### config.mk
export PLATFORM = sky130hd
export DESIGN_NAME = scan_sequencer_flat
export DESIGN_NICKNAME = d
export VERILOG_FILES = /design/src/rtl/scan_sequencer_if.sv /design/src/rtl/scan_sequencer.sv /design/src/flat_wrapper.sv
export SDC_FILE = /design/constraint.sdc
export NUM_CORES = 1
export LEC_CHECK = 0
export CAP_MARGIN = 10
export CORE_UTILIZATION = 60
export DETAILED_ROUTE_END_ITERATION = 10
export HOLD_SLACK_MARGIN = 0.1
export PLACE_DENSITY_LB_ADDON = 0.2
export SYNTH_ARGS = -nofsm -noshare
export SYNTH_HDL_FRONTEND = slang
export SYNTH_SLANG_ARGS = --single-unit
### constraint.sdc
create_clock -name clk -period 6.2 [get_ports clk]
set_input_delay 0.62 -clock clk [delete_from_list [all_inputs] [get_ports clk]]
set_output_delay 0.62 -clock clk [all_outputs]
set_load 0.01 [all_outputs]
### src/rtl/scan_sequencer_if.sv
// Control and selection bundle between a scan controller and scan_sequencer.
// The sequencer drives the decoder select (A, valid) and status pulses.
interface scan_sequencer_if #(
  parameter int CNT_W = 16
);
  logic             start;
  logic             stop;
  logic             mode;
  logic [15:0]      mask;
  logic [CNT_W-1:0] dwell;
  logic [3:0]       A;
  logic             valid;
  logic             busy;
  logic             done;
  logic             err;

  modport master (
    output start, stop, mode, mask, dwell,
    input  A, valid, busy, done, err
  );

  modport slave (
    input  start, stop, mode, mask, dwell,
    output A, valid, busy, done, err
  );
endinterface

### src/rtl/scan_sequencer.sv
// Steps a 4-bit channel index through the enabled bits of a 16-bit mask,
// holding each channel for a programmable dwell; one-shot or continuous.
module scan_sequencer #(
   parameter int CNT_W = 16
) (
   input logic            clk,
   input logic            rst_n,
   scan_sequencer_if.slave bus
);

   typedef enum logic {IDLE, SCAN} state_t;

   localparam logic [CNT_W-1:0] CNT_ONE = CNT_W'(1);

   state_t           state_q;
   logic [15:0]      mask_q;
   logic             mode_q;
   logic [CNT_W-1:0] dwell_q;
   logic [CNT_W-1:0] cnt_q;
   logic [3:0]       a_q;
   logic             valid_q, busy_q, done_q, err_q;

   logic [3:0]       next_idx, wrap_idx, start_idx;
   logic             has_next;
   logic [CNT_W-1:0] dwell_eff;

   assign dwell_eff = (bus.dwell == '0) ? CNT_ONE : bus.dwell;

   // Descending loop so the last hit wins: each search yields the lowest qualifying bit.
   always_comb begin
      // NOTE: every comb output gets a default first, so no path leaves it unassigned (no latch).
      next_idx  = '0;
      wrap_idx  = '0;
      start_idx = '0;
      has_next  = 1'b0;
      for (int i = 15; i >= 0; i--) begin
         if (mask_q[i] && (i > int'(a_q))) begin
            next_idx = 4'(i);
            has_next = 1'b1;
         end
         if (mask_q[i])   wrap_idx  = 4'(i);
         if (bus.mask[i]) start_idx = 4'(i);
      end
   end

   always_ff @(posedge clk or negedge rst_n) begin
      if (!rst_n) begin
         // NOTE: non-blocking assignments throughout, so every register samples pre-edge values.
         state_q <= IDLE;
         mask_q  <= '0;
         mode_q  <= 1'b0;
         dwell_q <= '0;
         cnt_q   <= '0;
         a_q     <= '0;
         valid_q <= 1'b0;
         busy_q  <= 1'b0;
         done_q  <= 1'b0;
         err_q   <= 1'b0;
      end else begin
         done_q <= 1'b0;
         err_q  <= 1'b0;
         case (state_q)
            IDLE: begin
               if (bus.start && !bus.stop) begin
                  if (bus.mask != '0) begin
                     mask_q  <= bus.mask;
                     mode_q  <= bus.mode;
                     dwell_q <= dwell_eff;
                     cnt_q   <= dwell_eff - CNT_ONE;
                     a_q     <= start_idx;
                     valid_q <= 1'b1;
                     busy_q  <= 1'b1;
                     state_q <= SCAN;
                  end else begin
                     err_q <= 1'b1;
                  end
               end
            end
            SCAN: begin
               if (bus.stop) begin
                  valid_q <= 1'b0;
                  busy_q  <= 1'b0;
                  state_q <= IDLE;
               end else if (cnt_q != '0) begin
                  cnt_q <= cnt_q - CNT_ONE;
               end else if (has_next) begin
                  a_q   <= next_idx;
                  cnt_q <= dwell_q - CNT_ONE;
               end else begin
                  // End of pass: wrap in continuous mode, otherwise retire to IDLE.
                  done_q <= 1'b1;
                  if (mode_q) begin
                     a_q   <= wrap_idx;
                     cnt_q <= dwell_q - CNT_ONE;
                  end else begin
                     valid_q <= 1'b0;
                     busy_q  <= 1'b0;
                     state_q <= IDLE;
                  end
               end
            end
            default: state_q <= IDLE;
         endcase
      end
   end

   assign bus.A     = a_q;
   assign bus.valid = valid_q;
   assign bus.busy  = busy_q;
   assign bus.done  = done_q;
   assign bus.err   = err_q;

endmodule

### src/flat_wrapper.sv
// flat-port wrapper written by rule: the top's interface ports become plain ports
module scan_sequencer_flat 
#(
   parameter int CNT_W = 16
)
  (clk, rst_n, bus_start, bus_stop, bus_mode, bus_mask, bus_dwell, bus_A, bus_valid, bus_busy, bus_done, bus_err);
  scan_sequencer_if #(.CNT_W(CNT_W)) bus_i ();
  input logic clk;
  input logic rst_n;
  input wire logic [$bits(bus_i.start)-1:0] bus_start;
  input wire logic [$bits(bus_i.stop)-1:0] bus_stop;
  input wire logic [$bits(bus_i.mode)-1:0] bus_mode;
  input wire logic [$bits(bus_i.mask)-1:0] bus_mask;
  input wire logic [$bits(bus_i.dwell)-1:0] bus_dwell;
  output wire logic [$bits(bus_i.A)-1:0] bus_A;
  output wire logic [$bits(bus_i.valid)-1:0] bus_valid;
  output wire logic [$bits(bus_i.busy)-1:0] bus_busy;
  output wire logic [$bits(bus_i.done)-1:0] bus_done;
  output wire logic [$bits(bus_i.err)-1:0] bus_err;
  assign bus_i.start = bus_start;
  assign bus_i.stop = bus_stop;
  assign bus_i.mode = bus_mode;
  assign bus_i.mask = bus_mask;
  assign bus_i.dwell = bus_dwell;
  assign bus_A = bus_i.A;
  assign bus_valid = bus_i.valid;
  assign bus_busy = bus_i.busy;
  assign bus_done = bus_i.done;
  assign bus_err = bus_i.err;
  scan_sequencer #(.CNT_W(CNT_W)) u_core (.clk(clk), .rst_n(rst_n), .bus(bus_i));
endmodule
## Yosys cells after proc, flatten, opt, wreduce, memory -nomap -nowiden

Index checks and enable logic that the tools add are counted.

- Bits in latches: 0
- Logic and storage cells: 159
- Bits in registers: 57
- Input port bits: 37
- Bits in read-only memories: 0
- RAM bits: 0
- Memories kept: 0

- Bitwise logic cells: 1
- Div/mod/pow operators: 0
- Reductions and logical operators: 24
- Multiply operators: 0
- Eq/ne operators: 9
- Shift operators: 0
- $lt $le $gt $ge: 15
- Add/subtract/negate cells: 3
- Mux-type cells: 98

Operator list:

| cell | count |
|---|---|
| two-way mux 4 bit | 53 |
| two-way mux 16 bit | 7 |
| subtractor 16 x 1 -> 16 bit, second input constant | 3 |
| two-way mux 1 bit | 34 |
| greater-than comparator 4 bit, first input constant | 8 |
| case mux 16 bit (2 select lines) | 1 |
| nonzero test 16 bit | 2 |
| greater-than comparator 3 x 4 -> 1 bit, first input constant | 4 |
| logical AND 1 bit | 16 |
| logical NOT 16 bit | 1 |
| != test 3 bit, second input constant | 4 |
| AND reduction 5 bit | 2 |
| greater-than comparator 2 x 4 -> 1 bit, first input constant | 2 |
| case mux 4 bit (2 select lines) | 1 |
| greater-than comparator 1 x 4 -> 1 bit, first input constant | 1 |
| != test 2 x 1 -> 1 bit, second input constant | 2 |
| != test 2 bit, second input constant | 2 |
| != test 4 bit, second input constant | 1 |
| case mux 1 bit (2 select lines) | 2 |
| AND reduction 4 bit | 1 |
| AND reduction 3 bit | 1 |
| logical NOT 1 bit | 1 |
| NOT 1 bit | 1 |

## Depth between registers and ports, before layout

Gate-level depths: netlist of the first run.

- Depth in word-level cells: 21
- Gate-level depth with buffers: 13

## Least setup slack after synthesis of the first run

OpenSTA, ideal clock, no wires.

- Path type: register to register
- Start point: register u_core.cnt_q[3]
- End point: register u_core.cnt_q[12]
- Stages on the path, launching flop included: 13
- Library setup time: 0.083 ns
- Required time: 6.117 ns
- Arrival time: 2.661 ns
- Slack: 3.457 ns
- Cells stage by stage: dfrtp_1 -> nor4_1 -> and4_1 -> buf_2 -> a211oi_1 -> or2_2 -> ha_1 -> o21ai_0 -> a311o_1 -> nor4_2 -> nand2_1 -> xor2_1 -> o21ai_0

- Cells in the longest elaborated chain, start to end: 4

RTL lines:

| element | line | text |
|---|---|---|
| start: declaration | scan_sequencer.sv:19 | `logic [CNT_W-1:0] cnt_q;` |
| start signal: assignment | scan_sequencer.sv:69 | `cnt_q <= dwell_eff - CNT_ONE;` |
| start signal: assignment | scan_sequencer.sv:85 | `cnt_q <= cnt_q - CNT_ONE;` |
| start signal: assignment | scan_sequencer.sv:88 | `cnt_q <= dwell_q - CNT_ONE;` |
| subtractor 16 x 1 -> 16 bit / nonzero test 16 bit (equally long branches) | scan_sequencer.sv:85, scan_sequencer.sv:84 |  |
| two-way mux 16 bit | scan_sequencer.sv:84 | `end else if (cnt_q != '0) begin` |
| two-way mux 16 bit | scan_sequencer.sv:80 | `if (bus.stop) begin` |
| case mux 16 bit (2 select lines) | scan_sequencer.sv:62 | `case (state_q)` |

Several ways; a longest one is shown, not always the timed one. The select of a mux whose other input is x is not followed.
A chain may end at the register's enable or synchronous reset.

## Final worst setup path of the first run

- Start point: input bus_mask[8]
- End point: register u_core.cnt_q[0]

- Cells in the longest elaborated chain, start to end: 3

RTL lines:

| element | line | text |
|---|---|---|
| start: declaration | flat_wrapper.sv:13 | `input wire logic [$bits(bus_i.mask)-1:0] bus_mask;` |
| nonzero test 16 bit | scan_sequencer.sv:65 | `if (bus.mask != '0) begin` |
| != test 2 x 1 -> 1 bit (no source line) | -- |  |
| AND reduction 4 bit (no source line) | -- |  |

No other way between the ends.

==> results of run 1 <==
[worst min path at each step]
| stage | slack (ps) | cells past startpoint | end |
|---|---|---|---|
| 4_1_cts | 430 | 2 | u_core.dwell_q[8] |
| 2_1_floorplan | 320 | 0 | u_core.bus.A[0] |
| 3_5_place_dp | 500 | 1 | u_core.dwell_q[15] |
| 3_3_place_gp | 480 | 2 | u_core.bus.valid |
| 6_report | 410 | 2 | u_core.dwell_q[8] |
| 5_1_grt | 500 | 2 | u_core.dwell_q[8] |
[flip-flops by register name (all words and copies together) (netlist names)]
signal            flops
u_core.dwell_q       16
u_core.mode_q         1
u_core.mask_q        16
u_core.bus.err        1
u_core.bus.valid      1
u_core.bus.A          4
u_core.state_q        1
u_core.bus.done       1
u_core.cnt_q         16
[per-layer routing]
metal,part of all wire,global-route usage,up-vias
met2,0.44,0.491,225
li1,-,-,1593
met3,0.11,0.0926,39
met1,0.43,0.478,1660
met4,0.028,0.132,0
met5,0,0,-
[worst max-delay path: stages]
cell and delay [ps]:
clkdlybuf4s50_1 470, or4_1 560, nor2b_1 390, a2111oi_4 230
nor3_1 200, a211o_1 700, inv_2 170, mux2_4 330
[stage by stage]
| step | instance area, µm² | hold slack (ps) | util | power (W) |
|---|---|---|---|---|
| final | 4370 | 413 | 0.771 | 0.00137 |
| after global routing | 4370 | 496 | 0.771 | 0.00143 |
| after CTS | 4370 | 434 | 0.771 | 0.00136 |
| after detailed placement | 4100 | 496 | 0.722 | 0.000870 |
| after global placement | 4100 | 482 | 0.722 | 0.000857 |
| after floorplan | 3630 | 324 | - | 0.000753 |
[logic make-up (layout without fill, tap and decap cells)]
| kind of cell | after synthesis | in the layout | synth area share |
|---|---|---|---|
| AOI/OAI and AO/OA | 117 | 117 | 0.209 |
| xor gates and xnor gates | 11 | 11 | 0.0265 |
| adders and majority gates | 1 | 1 | 0.00344 |
| buffers and inverters | 33 | 76 | 0.0406 |
| DFF | 57 | 57 | 0.392 |
| muxes | 39 | 39 | 0.119 |
| and+or+nand+nor | 155 | 155 | 0.208 |
[synth_stat cells (3+ instances only)]
cell,n,area [µm²]
nand2_1,46,173
nor4_1,17,106
a21oi_1,19,95.1
and2_1,3,18.8
o21ai_1,3,15.0
a31oi_1,4,25.0
a21boi_0,5,37.5
nor2b_1,6,37.5
mux2i_1,7,70.1
clkbuf_1,5,18.8
nand2b_1,8,50.1
a211oi_1,8,60.1
o211ai_1,3,22.5
buf_2,10,50.1
xor2_1,4,35.0
xnor2_1,7,61.3
inv_1,11,41.3
nor3_1,13,65.1
dfrtp_1,57,1430
buf_4,3,22.5
nand4_1,5,31.3
mux2_2,31,349
o22ai_1,5,31.3
or2_2,4,25.0
o21ai_0,39,195
nand3_1,5,25.0
o31ai_1,6,45.0
nor2_1,38,143
[power breakdown]
group          internal, W  leakage (nW)  total, W  switching, W
registers         0.000445         0.686  0.000546      0.000102
clock network     0.000329         0.140  0.000487      0.000158
logic             0.000162         0.870  0.000336      0.000174
total             0.000936          1.70   0.00137      0.000434
[final cells by class]
cell class              count  area share
clock buffers              11      0.0346
repair buffers             47       0.105
multi-input cells         323       0.474
inverters                  13      0.0112
flip-flops and latches     57       0.326
clock inverters             5      0.0286
well taps                  72      0.0206
==> results.json, run 1 <==
{
  "routedWlPerCell_um": 18.7,
  "totalWireLength_um": 9880,
  "antenna_found_initial": 0,
  "critPathLaunch": "bus_mask[8]",
  "start_util": 0.640,
  "die_y_um": 79.8,
  "dp_cells": 512,
  "grt_usage": 0.339,
  "drtIter0Drc": 342,
  "n_antenna_cell": 0,
  "drt_first_pass_iters": 6,
  "worst_clock_skew_ps": 10.7,
  "postCtsSetupRepairBufs": 0,
  "ios": 45,
  "tightestPinTransition_ps": 816,
  "preCtsSetupSlack_ps": 2480,
  "clockRootBuffer": "clkbuf_8",
  "gp_congestion": 1.00,
  "cp_max_fo": 28,
  "arrival_ps": 3690,
  "detail-route-antenna-nets": 0,
  "cts_buffers": 9,
  "r2r-start": "u_core.bus.A[1]",
  "drv_cap": 0,
  "synth_warnings": 0,
  "vias_per_cell": 6.66,
  "hold_viol_final": 0,
  "grt_pass1_wl_um": 16300,
  "timing.slew.headroom": 0.456,
  "grt_pass1_vias": 3349,
  "rows": 27,
  "seq_area_um2": 1430,
  "nFillCells": 375,
  "r2r-end": "u_core.cnt_q[0]",
  "synth_seq_area_share": 0.392,
  "synth-edff-count": 0,
  "crit_path_end": "u_core.cnt_q[0]",
  "setup_violations": 0,
  "layout.cells.non_filler": 528,
  "portBuffers": 44,
  "cts_max_level": 3,
  "ys_ff_latch": 57,
  "r2r_cells": 7,
  "cp-end-kind": "register",
  "rsz0062_at_grt": "false",
  "hp-class": "in2async",
  "fin_ws_ps": 2750,
  "syn_to_final_growth_pct": 20.3,
  "fmax_mhz": 289,
  "holdBufCountCts": 0,
  "fin_crit_ps": 3450,
  "status": "complete, no violations",
  "period_share": 0.557,
  "tns_ps": 0,
  "vias": 3517,
  "clk_pin_slew_ps": 70,
  "syn-num-nets": 451,
  "postSynthAreaPerCell_um2": 8.80,
  "ys.flop_type": "dfrtp_1",
  "dp_hpwl_um": 6690,
  "drive_gt1_frac": 0.143,
  "synth_cell_types": 59,
  "nets": 489,
  "critPathLaunchType": "primary input",
  "worstPathRequired_ps": 6430,
  "power.leakage_nw": 1.70,
  "syn_area_um2": 3630,
  "cts_tree": "done",
  "power_density_nw_per_um2": 313,
  "grt_max_degree": 58,
  "coreArea_um2": 5680,
  "vdd.ir_drop.worst_mv": 0.186,
  "clock_latency_ps": 350,
  "clock-sinks": 57,
  "final_cell_mix": "dfrtp_1, nand2_1, clkdlybuf4s50_1",
  "postCtsResizedCells": 0,
  "drc": 0,
  "slew_violations": 0,
  "syn-instance-count": 413,
  "design.die.area_um2": 6370,
  "multi_input_area_um2": 2070,
  "die_w_um": 79.8,
  "crit_type": "in2reg",
  "grt_remaining_overflow": 0,
  "rrSetupSlack_ps": 2850,
  "mostFrequentLayoutCell": "dfrtp_1",
  "clockBufferDepth": 2,
  "ys_async_sr_fraction": 1.00
}
No activity file was read; power rests on OpenSTA's default activity.
==> run 2: changes to the inputs <==
--- a/config.mk
+++ b/config.mk
@@ -6,7 +6,7 @@
 export NUM_CORES = 1
 export LEC_CHECK = 0
 export CAP_MARGIN = 10
-export CORE_UTILIZATION = 60
+export CORE_UTILIZATION = 51
 export DETAILED_ROUTE_END_ITERATION = 10
 export HOLD_SLACK_MARGIN = 0.1
 export PLACE_DENSITY_LB_ADDON = 0.2
==> constraint.sdc (replaced) <==
create_clock -name clk -period 2.97 [get_ports clk]
set_input_delay 0.297 -clock clk [delete_from_list [all_inputs] [get_ports clk]]
set_output_delay 0.297 -clock clk [all_outputs]
set_load 0.01 [all_outputs]
==> results.json, run 2 (synthesis results as in run 1) <==
{
  "status": "complete, no violations",
  "arrival_ps": 3060,
  "power_w": 0.00262,
  "tightestPinTransition_ps": 664,
  "hp-class": "in2async",
  "drive_gt1_frac": 0.190,
  "detail-route-antenna-nets": 0,
  "syn_to_final_growth_pct": 25.3,
  "design.die.area_um2": 7470,
  "start_util": 0.532,
  "cp_max_fo": 6,
  "clockRootBuffer": "clkbuf_8",
  "totalWireLength_um": 9900,
  "r2r-end": "u_core.cnt_q[14]",
  "power_density_nw_per_um2": 575,
  "use_met2": 0.485,
  "power.switching_w": 0.000889,
  "final_cell_mix": "dfrtp_1, nand2_1, clkdlybuf4s50_1",
  "multi_input_area_um2": 2090,
  "p_seq_frac": 0.430,
  "gp_congestion": 0.998,
  "cts_tree": "done",
  "hold_viol_final": 0,
  "ios": 45,
  "period_share": 0.941,
  "dp_hpwl_um": 7350,
  "worstPathRequired_ps": 3230,
  "busiest_layer": "met2",
  "clk_pin_slew_ps": 60,
  "nFillCells": 580,
  "drtIter0Drc": 180,
  "clock-sinks": 57,
  "worst_clock_skew_ps": 6.79,
  "r2r-start": "u_core.cnt_q[3]",
  "portBuffers": 44,
  "p_comb_frac": 0.285,
  "grt_usage": 0.285,
  "sw_frac_of_total": 0.340,
  "slew_violations": 0,
  "mostFrequentLayoutCell": "dfrtp_1",
  "grt_pass1_vias": 3398,
  "r2r_cells": 11,
  "vias": 3484,
  "reg_top3": "u_core.cnt_q: 16 flops, u_core.dwell_q: 16 flops, u_core.mask_q: 16 flops",
  "cp-end-kind": "register",
  "nets": 518,
  "routedWlPerCell_um": 17.1,
  "rrSetupSlack_ps": 170,
  "cts_max_level": 3,
  "clockBufferDepth": 2,
  "cts_buffers": 9,
  "critPathLaunchType": "register",
  "fmax_mhz": 358,
  "rsz0062_at_grt": "false",
  "grt_remaining_overflow": 0,
  "drc": 0,
  "hold_ws_ps": 388,
  "grt_max_degree": 23,
  "seq_area_um2": 1430,
  "drt_first_pass_iters": 7,
  "clock_latency_ps": 340,
  "drv_cap": 0,
  "die_y_um": 86.4,
  "rows": 30,
  "crit_type": "reg2reg",
  "vias_per_cell": 6.01,
  "die_w_um": 86.4,
  "antenna_found_initial": 0,
  "grt_pass1_wl_um": 16400,
  "timing.slew.headroom": 0.553,
  "gr-usage-met1": 0.350,
  "clkPwrFrac": 0.284,
  "vdd.ir_drop.worst_mv": 0.468,
  "setup_violations": 0,
  "p_int_w": 0.00173,
  "fin_crit_ps": 2800,
  "power.leakage_nw": 1.80,
  "grt_use_met3": 0.0438,
  "coreArea_um2": 6830,
  "n_antenna_cell": 0
}
run 2: cell types whose count changed in the layout (fill, tap and decap cells not counted):
cell,change
clkbuf_1,+1
bufinv_16,-3
nor4_4,+1
clkinv_2,+1
dlygate4sd3_1,+1
a211oi_1,-1
buf_4,+28
nor4_2,-1
a211oi_2,+1
run 2: timing repair:
item / in CTS / in global routing
setup endpoints to repair: 0 / 3
hold buffers: 1 / 0
gates resized for setup: 0 / 2
setup buffers: 0 / 1
hold endpoints to repair: 14 / 0
run 2: metal layers:
metal  vias up  share of wire
met2       143           0.50
li1       1650              -
met3        33          0.050
met1      1658           0.42
met4         0          0.032
met5         -              0
run 2: worst max-delay path, stage by stage (launching register included):
cell and delay, ps:
dfrtp_1 430, nor4_1 100, and4_1 290, a211oi_2 280
or2_2 160, ha_1 160, o21ai_0 110, a311o_1 380
nor4_4 380, nand2_1 120, xnor2_1 150, o21ai_0 150
run 2: final cells by class:
cell class	instances	area share
well taps	96	0.0264
clock inverters	3	0.00879
multi-input cells	323	0.458
flip-flops and latches	57	0.313
inverters	13	0.0107
clock buffers	12	0.0341
repair buffers	76	0.149
run 2: power groups by stage:
stage	Sequential [W]	Clock [W]	Combinational, W
floorplan	0.00106	0	0.000513
detailed placement	0.00113	0	0.000732
global route	0.00115	0.000794	0.000827
finish	0.00113	0.000745	0.000747
global placement	0.00112	0	0.000717
CTS	0.00112	0.000756	0.000738
run 2: how the worst max path moves through the flow:
stage / start / to / slack (ps)
after global placement: bus_dwell[1] / u_core.cnt_q[12] / 20
after floorplan: u_core.cnt_q[3] / u_core.cnt_q[12] / 230
after global routing: u_core.cnt_q[2] / u_core.cnt_q[8] / 10
after detailed placement: bus_dwell[5] / u_core.cnt_q[14] / -50
final: u_core.cnt_q[3] / u_core.cnt_q[14] / 170
after CTS: u_core.cnt_q[3] / u_core.cnt_q[12] / 80
run 2: metrics by stage:
| step | util | setup slack, ps | cells | setup TNS (ps) | instance area [µm²] |
|---|---|---|---|---|---|
| global placement | 0.634 | 15.9 | 563 | 0 | 4330 |
| finish | 0.667 | 174 | 580 | 0 | 4560 |
| global route | 0.667 | 13.8 | 580 | 0 | 4560 |
| floorplan | - | 227 | 413 | 0 | 3630 |
| detailed placement | 0.634 | -47.2 | 563 | -120 | 4330 |
| CTS | 0.664 | 81.8 | 579 | 0 | 4530 |
==> run 3: changes to the inputs <==
--- a/config.mk
+++ b/config.mk
@@ -5,7 +5,6 @@
 export SDC_FILE = /design/constraint.sdc
 export NUM_CORES = 1
 export LEC_CHECK = 0
-export CAP_MARGIN = 10
 export CORE_UTILIZATION = 51
 export DETAILED_ROUTE_END_ITERATION = 10
 export HOLD_SLACK_MARGIN = 0.1
==> results of run 3 <==
Final layout, timing and power as in run 2 (identical DEF).
